File: src/rtl/fifo_write_arbiter_if.sv
// Purpose : bundles both requester handshakes and the FIFO write port of the write arbiter.
// Latency : wiring only, no state.
// Backpressure: req/ack per requester; write_full from the FIFO throttles write_increment.
interface fifo_write_arbiter_if #(
    parameter int DATA_WIDTH = 8
);
    // Requester 0 (APB register path)
    logic                  req0;
    logic [DATA_WIDTH-1:0] data0;
    logic                  last0;
    logic                  ack0;

    // Requester 1 (I2C receive shifter)
    logic                  req1;
    logic [DATA_WIDTH-1:0] data1;
    logic                  last1;
    logic                  ack1;

    // FIFO write port
    logic                  write_full;
    logic [DATA_WIDTH-1:0] write_data;
    logic                  write_increment;

    // Current one-hot grant, 2'b00 when idle
    logic [1:0]            grant;

    // Requesters and FIFO side
    modport master (
        output req0, data0, last0,
        output req1, data1, last1,
        output write_full,
        input  ack0, ack1,
        input  write_data, write_increment, grant
    );

    // Arbiter side
    modport slave (
        input  req0, data0, last0,
        input  req1, data1, last1,
        input  write_full,
        output ack0, ack1,
        output write_data, write_increment, grant
    );
endinterface

File: src/rtl/fifo_write_arbiter.sv
// Purpose : round-robin, burst-limited sharer of the async FIFO write port between two requesters.
// Latency : request seen in IDLE -> grant next edge -> first write that cycle; one word/cycle in a grant.
// Backpressure: write_full holds the grant without writing; acks and write_increment are combinational.
module fifo_write_arbiter #(
    parameter int DATA_WIDTH = 8,
    parameter int MAX_BURST  = 4
) (
    input  logic                 write_clk,
    input  logic                 write_reset_n,
    fifo_write_arbiter_if.slave  bus
);

    // State encoding doubles as the one-hot grant so grant is a straight decode.
    typedef enum logic [1:0] {
        IDLE = 2'b00,
        GNT0 = 2'b01,
        GNT1 = 2'b10
    } state_t;

    // burst_cnt counts words already taken in this grant; the exit fires on the
    // accept that would make it MAX_BURST, so it never needs to wrap.
    localparam logic [3:0] BURST_LAST = 4'(MAX_BURST - 1);

    state_t                state;
    state_t                state_nxt;
    logic                  last_served;
    logic [3:0]            burst_cnt;

    logic                  sel_req;
    logic                  sel_last;
    logic [DATA_WIDTH-1:0] sel_data;
    logic                  accept;

    // Route the granted requester onto the common write path.
    always_comb begin
        sel_req  = 1'b0;
        sel_last = 1'b0;
        sel_data = '0;
        case (state)
            GNT0: begin
                sel_req  = bus.req0;
                sel_last = bus.last0;
                sel_data = bus.data0;
            end
            GNT1: begin
                sel_req  = bus.req1;
                sel_last = bus.last1;
                sel_data = bus.data1;
            end
            default: begin
                sel_req  = 1'b0;
                sel_last = 1'b0;
                sel_data = '0;
            end
        endcase
        // write_full is registered in the FIFO, so gating here is always current
        // and a write can never land on a full FIFO.
        accept = sel_req & ~bus.write_full;
    end

    assign bus.write_increment = accept;
    assign bus.write_data      = accept ? sel_data : '0;
    assign bus.ack0            = accept & (state == GNT0);
    assign bus.ack1            = accept & (state == GNT1);
    assign bus.grant           = state;

    // Next-state: round-robin pick from IDLE, leave a grant on last word,
    // burst limit or withdrawal; every grant is followed by one IDLE cycle.
    always_comb begin
        state_nxt = state;
        case (state)
            IDLE: begin
                if (bus.req0 && bus.req1) begin
                    state_nxt = last_served ? GNT0 : GNT1;
                end else if (bus.req0) begin
                    state_nxt = GNT0;
                end else if (bus.req1) begin
                    state_nxt = GNT1;
                end
            end
            GNT0, GNT1: begin
                if (!sel_req) begin
                    state_nxt = IDLE;
                end else if (accept && (sel_last || (burst_cnt == BURST_LAST))) begin
                    state_nxt = IDLE;
                end
            end
            default: state_nxt = IDLE;
        endcase
    end

    // State register; reset abandons any burst in progress.
    always_ff @(posedge write_clk or negedge write_reset_n) begin
        if (!write_reset_n) begin
            state <= IDLE;
        end else begin
            state <= state_nxt;
        end
    end

    // Fairness and burst bookkeeping: record the winner on grant entry and
    // count accepted words while granted. last_served resets to 1 so port 0
    // wins the first tie.
    always_ff @(posedge write_clk or negedge write_reset_n) begin
        if (!write_reset_n) begin
            last_served <= 1'b1;
            burst_cnt   <= 4'd0;
        end else if ((state == IDLE) && (state_nxt == GNT0)) begin
            last_served <= 1'b0;
            burst_cnt   <= 4'd0;
        end else if ((state == IDLE) && (state_nxt == GNT1)) begin
            last_served <= 1'b1;
            burst_cnt   <= 4'd0;
        end else if (accept) begin
            burst_cnt   <= burst_cnt + 4'd1;
        end
    end

endmodule

File: src/flat_wrapper.sv
// flat-port wrapper written by rule: the top's interface ports become plain ports
module fifo_write_arbiter_flat 
#(
    parameter int DATA_WIDTH = 8,
    parameter int MAX_BURST  = 4
)
  (write_clk, write_reset_n, bus_req0, bus_data0, bus_last0, bus_req1, bus_data1, bus_last1, bus_write_full, bus_ack0, bus_ack1, bus_write_data, bus_write_increment, bus_grant);
  fifo_write_arbiter_if #(.DATA_WIDTH(DATA_WIDTH)) bus_i ();
  input  logic write_clk;
  input  logic write_reset_n;
  input wire logic [$bits(bus_i.req0)-1:0] bus_req0;
  input wire logic [$bits(bus_i.data0)-1:0] bus_data0;
  input wire logic [$bits(bus_i.last0)-1:0] bus_last0;
  input wire logic [$bits(bus_i.req1)-1:0] bus_req1;
  input wire logic [$bits(bus_i.data1)-1:0] bus_data1;
  input wire logic [$bits(bus_i.last1)-1:0] bus_last1;
  input wire logic [$bits(bus_i.write_full)-1:0] bus_write_full;
  output wire logic [$bits(bus_i.ack0)-1:0] bus_ack0;
  output wire logic [$bits(bus_i.ack1)-1:0] bus_ack1;
  output wire logic [$bits(bus_i.write_data)-1:0] bus_write_data;
  output wire logic [$bits(bus_i.write_increment)-1:0] bus_write_increment;
  output wire logic [$bits(bus_i.grant)-1:0] bus_grant;
  assign bus_i.req0 = bus_req0;
  assign bus_i.data0 = bus_data0;
  assign bus_i.last0 = bus_last0;
  assign bus_i.req1 = bus_req1;
  assign bus_i.data1 = bus_data1;
  assign bus_i.last1 = bus_last1;
  assign bus_i.write_full = bus_write_full;
  assign bus_ack0 = bus_i.ack0;
  assign bus_ack1 = bus_i.ack1;
  assign bus_write_data = bus_i.write_data;
  assign bus_write_increment = bus_i.write_increment;
  assign bus_grant = bus_i.grant;
  fifo_write_arbiter #(.DATA_WIDTH(DATA_WIDTH), .MAX_BURST(MAX_BURST)) u_core (.write_clk(write_clk), .write_reset_n(write_reset_n), .bus(bus_i));
endmodule
File: config.mk
export PLATFORM = sky130hd
export DESIGN_NAME = fifo_write_arbiter_flat
export DESIGN_NICKNAME = d
export VERILOG_FILES = /design/src/rtl/fifo_write_arbiter_if.sv /design/src/rtl/fifo_write_arbiter.sv /design/src/flat_wrapper.sv
export SDC_FILE = /design/constraint.sdc
export NUM_CORES = 1
export LEC_CHECK = 0
export ABC_CLOCK_PERIOD_IN_PS = 2400
export CORE_MARGIN = 1.5
export CORE_UTILIZATION = 25
export CTS_BUF_LIST = sky130_fd_sc_hd__clkbuf_4 sky130_fd_sc_hd__clkbuf_8
export DETAILED_ROUTE_END_ITERATION = 8
export GPL_ROUTABILITY_DRIVEN = 0
export PLACE_DENSITY_LB_ADDON = 0.25
export SYNTH_ARGS = -nofsm -noshare
export SYNTH_HDL_FRONTEND = slang
export SYNTH_SLANG_ARGS = --single-unit
File: constraint.sdc
create_clock -name write_clk -period 2.4 [get_ports write_clk]
set_input_delay 0.36 -clock write_clk [delete_from_list [all_inputs] [get_ports write_clk]]
set_output_delay 0.36 -clock write_clk [all_outputs]
set_load 0.01 [all_outputs]
# Yosys cells after proc, flatten, opt, wreduce, memory -nomap -nowiden
# Cells that the tools add are included.
[classes] addsub=1 eq_ne=5 n_mux=16 bitwise_logic=4 n_reduce_logical=9
[ops] operator="case mux 8 bit (2 select lines)" n=1
[ops] operator="2-to-1 mux 2 bit" n=6
[ops] operator="2-to-1 mux 4 bit" n=3
[ops] operator="2-to-1 mux 8 bit" n=1
[ops] operator="adder 4 x 1 -> 4 bit (second input constant)" n=1
[ops] operator="== test 2 x 1 -> 1 bit (second input constant)" n=2
[ops] operator="== test 2 bit (second input constant)" n=2
[ops] operator="== test 4 x 2 -> 1 bit (second input constant)" n=1
[ops] operator="logical AND 1 bit" n=4
[ops] operator="case mux 1 bit (2 select lines)" n=2
[ops] operator="case mux 2 bit (2 select lines)" n=1
[ops] operator="bitwise AND 1 bit" n=3
[ops] operator="nonzero test 3 bit" n=1
[ops] operator="logical NOT 2 bit" n=1
[ops] operator="2-to-1 mux 1 bit" n=2
[ops] operator="nonzero test 2 bit" n=1
[ops] operator="OR reduction 2 bit" n=1
[ops] operator="logical OR 1 bit" n=1
[ops] operator="inverter 1 bit" n=1
[totals] regBits=7 in_bits=23 output_inout_bits=13 word_cells=38

# Logic depth before layout (Yosys ltp)
# Gate-level depths: netlist (run 1).
[logic_depth] depth_word=11 mapped_depth=7 depth_no_buf=7

# Worst setup path before layout (run 1)
# No wires, ideal clock.
[synth_path] path_type="register to output" startpoint="register u_core.state[0], in the netlist u_core.bus.grant[0]" endpoint="output port bus_write_data[0]" arrival_ns=1.945 required_ns=2.040 path_slack_ns=0.095 path_stages_with_launch=8 path_buffers=1 path_cell_list="dfrtp_1 inv_1 ha_1 inv_1 nor3_2 and2_2 buf_2 a22o_1"
[synth_between] elab_chain_len=4 word_cells_on_any_way=6 cone_classes="eq/ne: 2; mux: 3; bitwise: 1"
[synth_rtl] item="start, declared" line="fifo_write_arbiter.sv:24" rtl="state_t state;"
[synth_rtl] item="start signal, assigned" line="fifo_write_arbiter.sv:97" rtl="state <= state_nxt;"
[synth_rtl] item="== test 2 bit or == test 2 x 1 -> 1 bit (tied branches)" line="fifo_write_arbiter.sv:39" rtl="case (state)"
[synth_rtl] item="case mux 1 bit (2 select lines) *" line="fifo_write_arbiter.sv:39"
[synth_rtl] item="bitwise AND 1 bit *" line="fifo_write_arbiter.sv:58" rtl="accept = sel_req & ~bus.write_full;"
[synth_rtl] item="named net bus_write_increment" line="flat_wrapper.sv:21" rtl="output wire logic [$bits(bus_i.write_increment)-1:0] bus_write_increment;"
[synth_rtl] item="2-to-1 mux 8 bit *" line="fifo_write_arbiter.sv:62" rtl="assign bus.write_data = accept ? sel_data : '0;"
[synth_rtl] item="end, declared" line="flat_wrapper.sv:20" rtl="output wire logic [$bits(bus_i.write_data)-1:0] bus_write_data;"
# Mark *: on every way through the listed nets, which the timed path passes. The rest lies on a longest branch.

# Worst setup path after layout (run 1)
[layout_path] startpoint="register u_core.state[0], in the netlist u_core.bus.grant[0]" endpoint="output port bus_write_data[4]"
[layout_between] elab_chain_len=4 word_cells_on_any_way=6 cone_classes="eq/ne: 2; mux: 3; bitwise: 1"
[layout_rtl] item="== test 2 bit or == test 2 x 1 -> 1 bit (tied branches)" line="fifo_write_arbiter.sv:39"
[layout_rtl] item="case mux 1 bit (2 select lines)" line="fifo_write_arbiter.sv:39"
[layout_rtl] item="bitwise AND 1 bit" line="fifo_write_arbiter.sv:58"
[layout_rtl] item="2-to-1 mux 8 bit *" line="fifo_write_arbiter.sv:62"
# Mark *: on every way between the ends. The rest lies on a longest branch, timed or not.

==> impl_results.md, run 1 <==
* Post-synthesis to final-layout area growth at 79.51%
* Minimum setup slack after placement at -144.6 ps
* Setup-failing EPs final at 0
* GR Util met2 at 0.2271
* Most utilized layer in the global route result: met2
* Worst hold path type: in2async
* Top fanout value on the critical path at 5
* Number of H-tree levels at 1
* Number of filler instances in the final layout at 226
* Flop2flop setup slack at 300 ps
* Number of hold violations in the final report at 0
* Antenna Violating Nets Remaining at 0
* Critical Path Source Type: register
* Worst path required time at 2040 ps
* Total power of the final layout at 777.7 uW
* Insertion delay of the later-clocked pin in the worst-skew pair at 240 ps
* Clk root buf: sky130_fd_sc_hd__clkbuf_4
* Per-instance average area after synthesis at 9.638 sq um
* First-pass GRT wire length at 2601 um
* Total inserted antenna cells at 0
* Number of instances in the synthesized netlist at 64
* Category of the worst setup path capture point: output port
* Fraction of layout instances using a drive strength above 1 at 0.3190
* Commonest cells in the netlist: 9 x sky130_fd_sc_hd__a22o_1, 6 x sky130_fd_sc_hd__dfrtp_1, 5 x sky130_fd_sc_hd__ha_1, 5 x sky130_fd_sc_hd__inv_1
* Largest net degree at the start of global routing at 10
* Detailed router's first-iteration violation count at 5
* Final net count at 145
* Most numerous cell in the Yosys netlist: sky130_fd_sc_hd__a22o_1
* Number of global-route vias before repair at 644
* Die Height at 52.67 um
* Worst reg2reg path startpoint: u_core.bus.grant[0]
* Total DRC errors in the routed layout at 0
* Final worst-path setup slack at 222.9 ps
* Post-synth design cell area at 616.8 sq um
* Area of the die at 0.002774 sq mm
* Crit Path Class: reg2out
* Wirelength per Cell at 11.35 um
* Share of the clock period used by the worst path after layout at 0.9071
* Power density over the cells at 702.4 mW/mm^2
* Global Route met1 Usage at 0.1384
* Met3 usage in global routing at 0.03429
* Site row count at 17
* Worst Reg-to-Reg Cells at 9
* Tightest Pin Transition at 333.3 ps
* Reg-to-reg endpoint: u_core.burst_cnt[1]
* EDFF count, synth at 0
* Static leakage at 0.0005470 uW
* Share of the synthesized area in the top cell type at 0.2434
* Clock tree skew after final layout at 0.9196 ps
* Count of hold buffers inserted by post-cts repair at 0
* Count of warnings emitted by yosys at 0
* Effective utilization at floorplan at 0.2710
* Setup repair after global routing missed its margin: false
* Post-synthesis net count at 92
* Wire length after detailed routing at 1635 um
* Max Cap Viol at 0
* Primary FF master, synth: sky130_fd_sc_hd__dfrtp_1
* Total overflow reported by the global router at 0
* Via count at 677
* Top post-synthesis cells by area: sky130_fd_sc_hd__dfrtp_1 24%, sky130_fd_sc_hd__a22o_1 13%, sky130_fd_sc_hd__ha_1 10%
* Number of antenna violations at the first check in global routing at 0
* Number of different library cells in the post-synthesis netlist at 28
* Die boundary width at 52.67 um
* Number of buffers on the longest clock path at 2
* Number of buffers added by the clock tree synthesis step at 3
* Core area at 0.002276 sq mm
* Share of flip-flops with an asynchronous set or reset after synthesis at 1.000
* Cell type with the largest total area after synthesis: sky130_fd_sc_hd__dfrtp_1
* Sequential element share of the synthesized area at 0.2860
* HPWL Detailed at 1387 um
* Worst EP arrival at 1820 ps
* Synth Register Bits at 7
* Worst slew margin at 0.7772
* CTS tree: built
* Register clock-pin slew on the reported worst setup and hold paths at 50 ps
* Num ports at 36
* Peak clock frequency supported by timing at 0.4593 GHz
* Summed negative setup slack over all endpoints at 0 ps
* Vias per Instance at 4.701
* Result of the run: finished clean
* Start point of the critical path: u_core.bus.grant[0]
* Final Max Slew Viols at 0
* Max VDD drop at 0.6107 mV
* Length of the first detailed-routing pass in iterations at 2
* Crit path time final at 2177 ps
* Number of input and output port buffers inserted at 35
* Count of clock tree sinks at 7
* Global-route total usage across every layer at 0.1229
==> registers in the layout, indices dropped and copies added (netlist names) <==
register and count:
u_core.burst_cnt 4, u_core.bus.grant 2, u_core.last_served 1
==> layout by cell type (no fill, tap or decap), types with 3 or more instances in the layout <==
cell	instances
sky130_fd_sc_hd__nor3_1	4
sky130_fd_sc_hd__a21oi_1	3
sky130_fd_sc_hd__a22o_1	9
sky130_fd_sc_hd__ha_1	5
sky130_fd_sc_hd__clkbuf_4	4
sky130_fd_sc_hd__clkdlybuf4s50_1	24
sky130_fd_sc_hd__nor2_1	4
sky130_fd_sc_hd__dfrtp_1	6
sky130_fd_sc_hd__nand2b_1	3
sky130_fd_sc_hd__inv_1	5
sky130_fd_sc_hd__buf_4	15
sky130_fd_sc_hd__clkbuf_2	8
==> worst max-delay path by stage <==
stage	to	slack, ps	depth (start not counted)
finish	bus_write_data[4]	220	8
global route	bus_write_data[1]	60	8
CTS	bus_ack0	7	6
detailed placement	bus_write_data[4]	-140	7
global placement	bus_write_data[3]	-80	7
floorplan	bus_write_data[0]	100	7
==> cell families after synthesis <==
| kind of cell | after synthesis | share of synthesized area |
|---|---|---|
| adders and majority gates | 5 | 0.1014 |
| DFF | 7 | 0.2860 |
| muxes | 2 | 0.03246 |
| and+or+nand+nor | 20 | 0.2028 |
| buffers and inverters | 7 | 0.04666 |
| xor gates and xnor gates | 3 | 0.04260 |
| AOI/OAI and AO/OA | 20 | 0.2880 |
==> power by group <==
part | internal [uW] | total, uW | leakage, uW | switching, uW
Clock | 74.5 | 114 | 0.0000184 | 39.4
Sequential | 155 | 179 | 0.0000916 | 24.0
Combinational | 260 | 485 | 0.000437 | 225
==> per-layer routing <==
layer	share of wire	up-vias	routed length, um
met5	0	-	0
met4	0	0	0
met3	0.071	0	116
met2	0.49	20	798
met1	0.44	314	720
li1	-	343	-
==> repair_timing <==
item | 4_1_cts | 5_1_grt
pin swaps | 2 | 1
gates cloned | 0 | 0
gates resized for setup | 11 | 19
setup buffers | 0 | 2
endpoints found under the setup margin | 10 | 10
==> final cells by class <==
type,count,area [sq um],area share
clock buffer,4,30.03,0.02712
inverter,5,18.77,0.01695
multi-input combinational,50,420.4,0.3797
sequential,7,176.4,0.1593
tap,28,35.03,0.03164
timing repair buffer,50,426.7,0.3853
==> worst max-delay path, cell delays in order (launching register included) <==
cell,delay [ps]
sky130_fd_sc_hd__dfrtp_1,380
sky130_fd_sc_hd__inv_1,90
sky130_fd_sc_hd__ha_1,280
sky130_fd_sc_hd__inv_1,50
sky130_fd_sc_hd__nor3_2,200
sky130_fd_sc_hd__and2_4,180
sky130_fd_sc_hd__buf_4,120
sky130_fd_sc_hd__a22o_1,140
sky130_fd_sc_hd__clkbuf_2,130
==> metrics by stage <==
stage / cells / instance area (sq um) / hold WS (ps) / util
after global placement: 138 / 1090 / 502.1 / 0.4788
after detailed placement: 138 / 1090 / 493.1 / 0.4788
after floorplan: 64 / 616.8 / 64.41 / -
after CTS: 142 / 1115 / 381.9 / 0.4898
after global routing: 144 / 1107 / 407.8 / 0.4865
final: 144 / 1107 / 381.6 / 0.4865
(Power assumes the default switching activity.)
==> run 2: changes to the inputs <==
CORE_UTILIZATION = 38   (was 25)
==> run 2 against run 1 <==
  * Cell count shrank 7.6%
  * Global-route usage grew 7.2 points
  * Maximum frequency shrank 4.8%
  * Total power grew 3.9%
  * Critical path depth shrank 1
  * Register-to-register slack lost 30 ps
  * Count of clock-buffer cells in the layout is the same
  * Critical path type unchanged
==> impl_results.md, run 2 (same netlist as run 1, synthesis figures left out) <==
* Result of the run: finished clean
* Final worst-path setup slack at 113.2 ps (-109.7 ps)
* Setup repair after global routing missed its margin: false
* Effective utilization at floorplan at 0.4095 (+0.1384)
* Crit Path Class: reg2out
* Number of buffers on the longest clock path at 2 (unchanged)
* Top fanout value on the critical path at 5 (unchanged)
* Total DRC errors in the routed layout at 0 (unchanged)
* Category of the worst setup path capture point: output port
* Number of H-tree levels at 1 (unchanged)
* Top reg by flops: u_core.burst_cnt
* Clock tree skew after final layout at 2.460 ps (+1.540 ps)
* Worst EP arrival at 1930 ps (+110 ps)
* Insertion delay of the later-clocked pin in the worst-skew pair at 240 ps (about the same)
* Core area at 0.001506 sq mm (-34%)
* Number of hold violations in the final report at 0 (unchanged)
* Static leakage at 0.0006227 uW (+14%)
* Power density over the cells at 697.6 mW/mm^2 (-0.68%)
* Minimum setup slack after placement at -125.8 ps (+18.77 ps)
* Detailed router's first-iteration violation count at 3 (-2)
* Final Max Slew Viols at 0 (unchanged)
* Crit path time final at 2287 ps (+109.7 ps)
* Largest net degree at the start of global routing at 8 (-2)
* Final net count at 146 (+0.69%)
* Worst path required time at 2040 ps (about the same)
* Antenna Violating Nets Remaining at 0 (unchanged)
* Worst slew margin at 0.6918 (-0.08543)
* Total overflow reported by the global router at 0 (unchanged)
* Count of clock tree sinks at 7 (unchanged)
* Peak clock frequency supported by timing at 0.4373 GHz (-4.8%)
* Flop2flop setup slack at 270 ps (-30 ps)
* Site row count at 14 (-3)
* Tightest Pin Transition at 462.3 ps (+129.0 ps)
* Number of global-route vias before repair at 660 (+2.5%)
* Critical Path Source Type: register
* Worst reg2reg path startpoint: u_core.bus.grant[1]
* Num ports at 36 (unchanged)
* Vias per Instance at 5.271 (+12%)
* Number of filler instances in the final layout at 99 (-56%)
* Register clock-pin slew on the reported worst setup and hold paths at 50 ps (about the same)
* Share of the clock period used by the worst path after layout at 0.9528 (+0.04569)
* Max VDD drop at 0.5819 mV (-4.7%)
* Reg-to-reg endpoint: u_core.burst_cnt[2]
* Global-route total usage across every layer at 0.1951 (+0.07218)
* Top library cells by usage in the layout, fill and taps aside: 24 x sky130_fd_sc_hd__clkdlybuf4s50_1, 14 x sky130_fd_sc_hd__buf_4, 9 x sky130_fd_sc_hd__a22o_1
* Area of the die at 0.001874 sq mm (-32%)
* Length of the first detailed-routing pass in iterations at 4 (+2)
* Number of input and output port buffers inserted at 35 (unchanged)
* First-pass GRT wire length at 2801 um (+7.7%)
* HPWL Detailed at 1296 um (-6.6%)
* Total inserted antenna cells at 0 (unchanged)
* CTS tree: built
* Wirelength per Cell at 13.44 um (+18%)
* Number of buffers added by the clock tree synthesis step at 3 (unchanged)
* Worst hold path type: in2async
* Setup-failing EPs final at 0 (unchanged)
* Via count at 701 (+3.5%)
* Wire length after detailed routing at 1787 um (+9.3%)
* Clk root buf: sky130_fd_sc_hd__clkbuf_4
* Worst Reg-to-Reg Cells at 7 (-2)
* Number of antenna violations at the first check in global routing at 0 (unchanged)
* Flip-flop count of the largest register, all copies and words added at 4 (unchanged)
* Die Height at 43.29 um (-18%)
* Fraction of layout instances using a drive strength above 1 at 0.3077 (-0.01127)
* Most common library cell in the layout ignoring fill and taps: sky130_fd_sc_hd__clkdlybuf4s50_1
* Die boundary width at 43.29 um (-18%)
* Summed negative setup slack over all endpoints at 0 ps (unchanged)
* Post-synthesis to final-layout area growth at 87.83%
* Max Cap Viol at 0 (unchanged)
-- run 2: worst max-delay path by stage --
stage                              from           endpoint  cells past startpoint
finish              u_core.bus.grant[1]  bus_write_data[5]                      7
global route        u_core.bus.grant[0]  bus_write_data[5]                      7
CTS                 u_core.bus.grant[0]  bus_write_data[2]                      7
detailed placement             bus_req0  bus_write_data[1]                      6
global placement               bus_req0  bus_write_data[7]                      6
floorplan           u_core.bus.grant[0]  bus_write_data[0]                      7
-- run 2: where the power goes --
group | internal (uW) | switching [uW]
registers | 155 | 25.2
logic | 265 | 251
clock network | 74.4 | 37.7
total | 494 | 314
-- run 2: timing repair --
item                       CTS  global route
setup endpoints to repair   10            11
cloned                       2             0
pin swaps                    4             4
gates resized for setup     11            18
buffers inserted             2             4
hold buffers                 0             0
-- run 2: cell type report --
type | instances | area [sq um] | area share
multi-input combinational | 52 | 459.2 | 0.3963
timing repair buffer | 49 | 454.2 | 0.3920
sequential | 7 | 176.4 | 0.1523
inverter | 5 | 18.77 | 0.01620
tap | 16 | 20.02 | 0.01728
clock buffer | 4 | 30.03 | 0.02592
-- run 2: stage by stage --
step	utilization	cells	cell area (sq um)	power [uW]	hold slack [ps]
after global placement	0.6885	121	1037	620.4	507.8
after floorplan	-	64	616.8	440.2	64.41
final	0.7691	133	1159	808.3	368.3
after detailed placement	0.6885	121	1037	630.2	508.8
after global routing	0.7691	133	1159	874.3	393.5
after CTS	0.7359	129	1109	790.2	376.3
-- run 2: worst max-delay path, stage by stage (launching register included) --
cell and delay [ps]:
sky130_fd_sc_hd__dfrtp_1 390, sky130_fd_sc_hd__buf_4 150, sky130_fd_sc_hd__ha_4 170, sky130_fd_sc_hd__a22oi_2 220, sky130_fd_sc_hd__nor3_4 80, sky130_fd_sc_hd__and2_4 180
sky130_fd_sc_hd__a22o_1 220, sky130_fd_sc_hd__dlygate4sd2_1 280
-- run 2: routing by layer --
metal / vias up / GRT usage / routed length (um)
met1: 315 / 0.2090 / 635
met3: 0 / 0.04681 / 218
li1: 349 / - / -
met2: 37 / 0.3701 / 933
met4: 0 / 0.05455 / 0
met5: - / 0 / 0
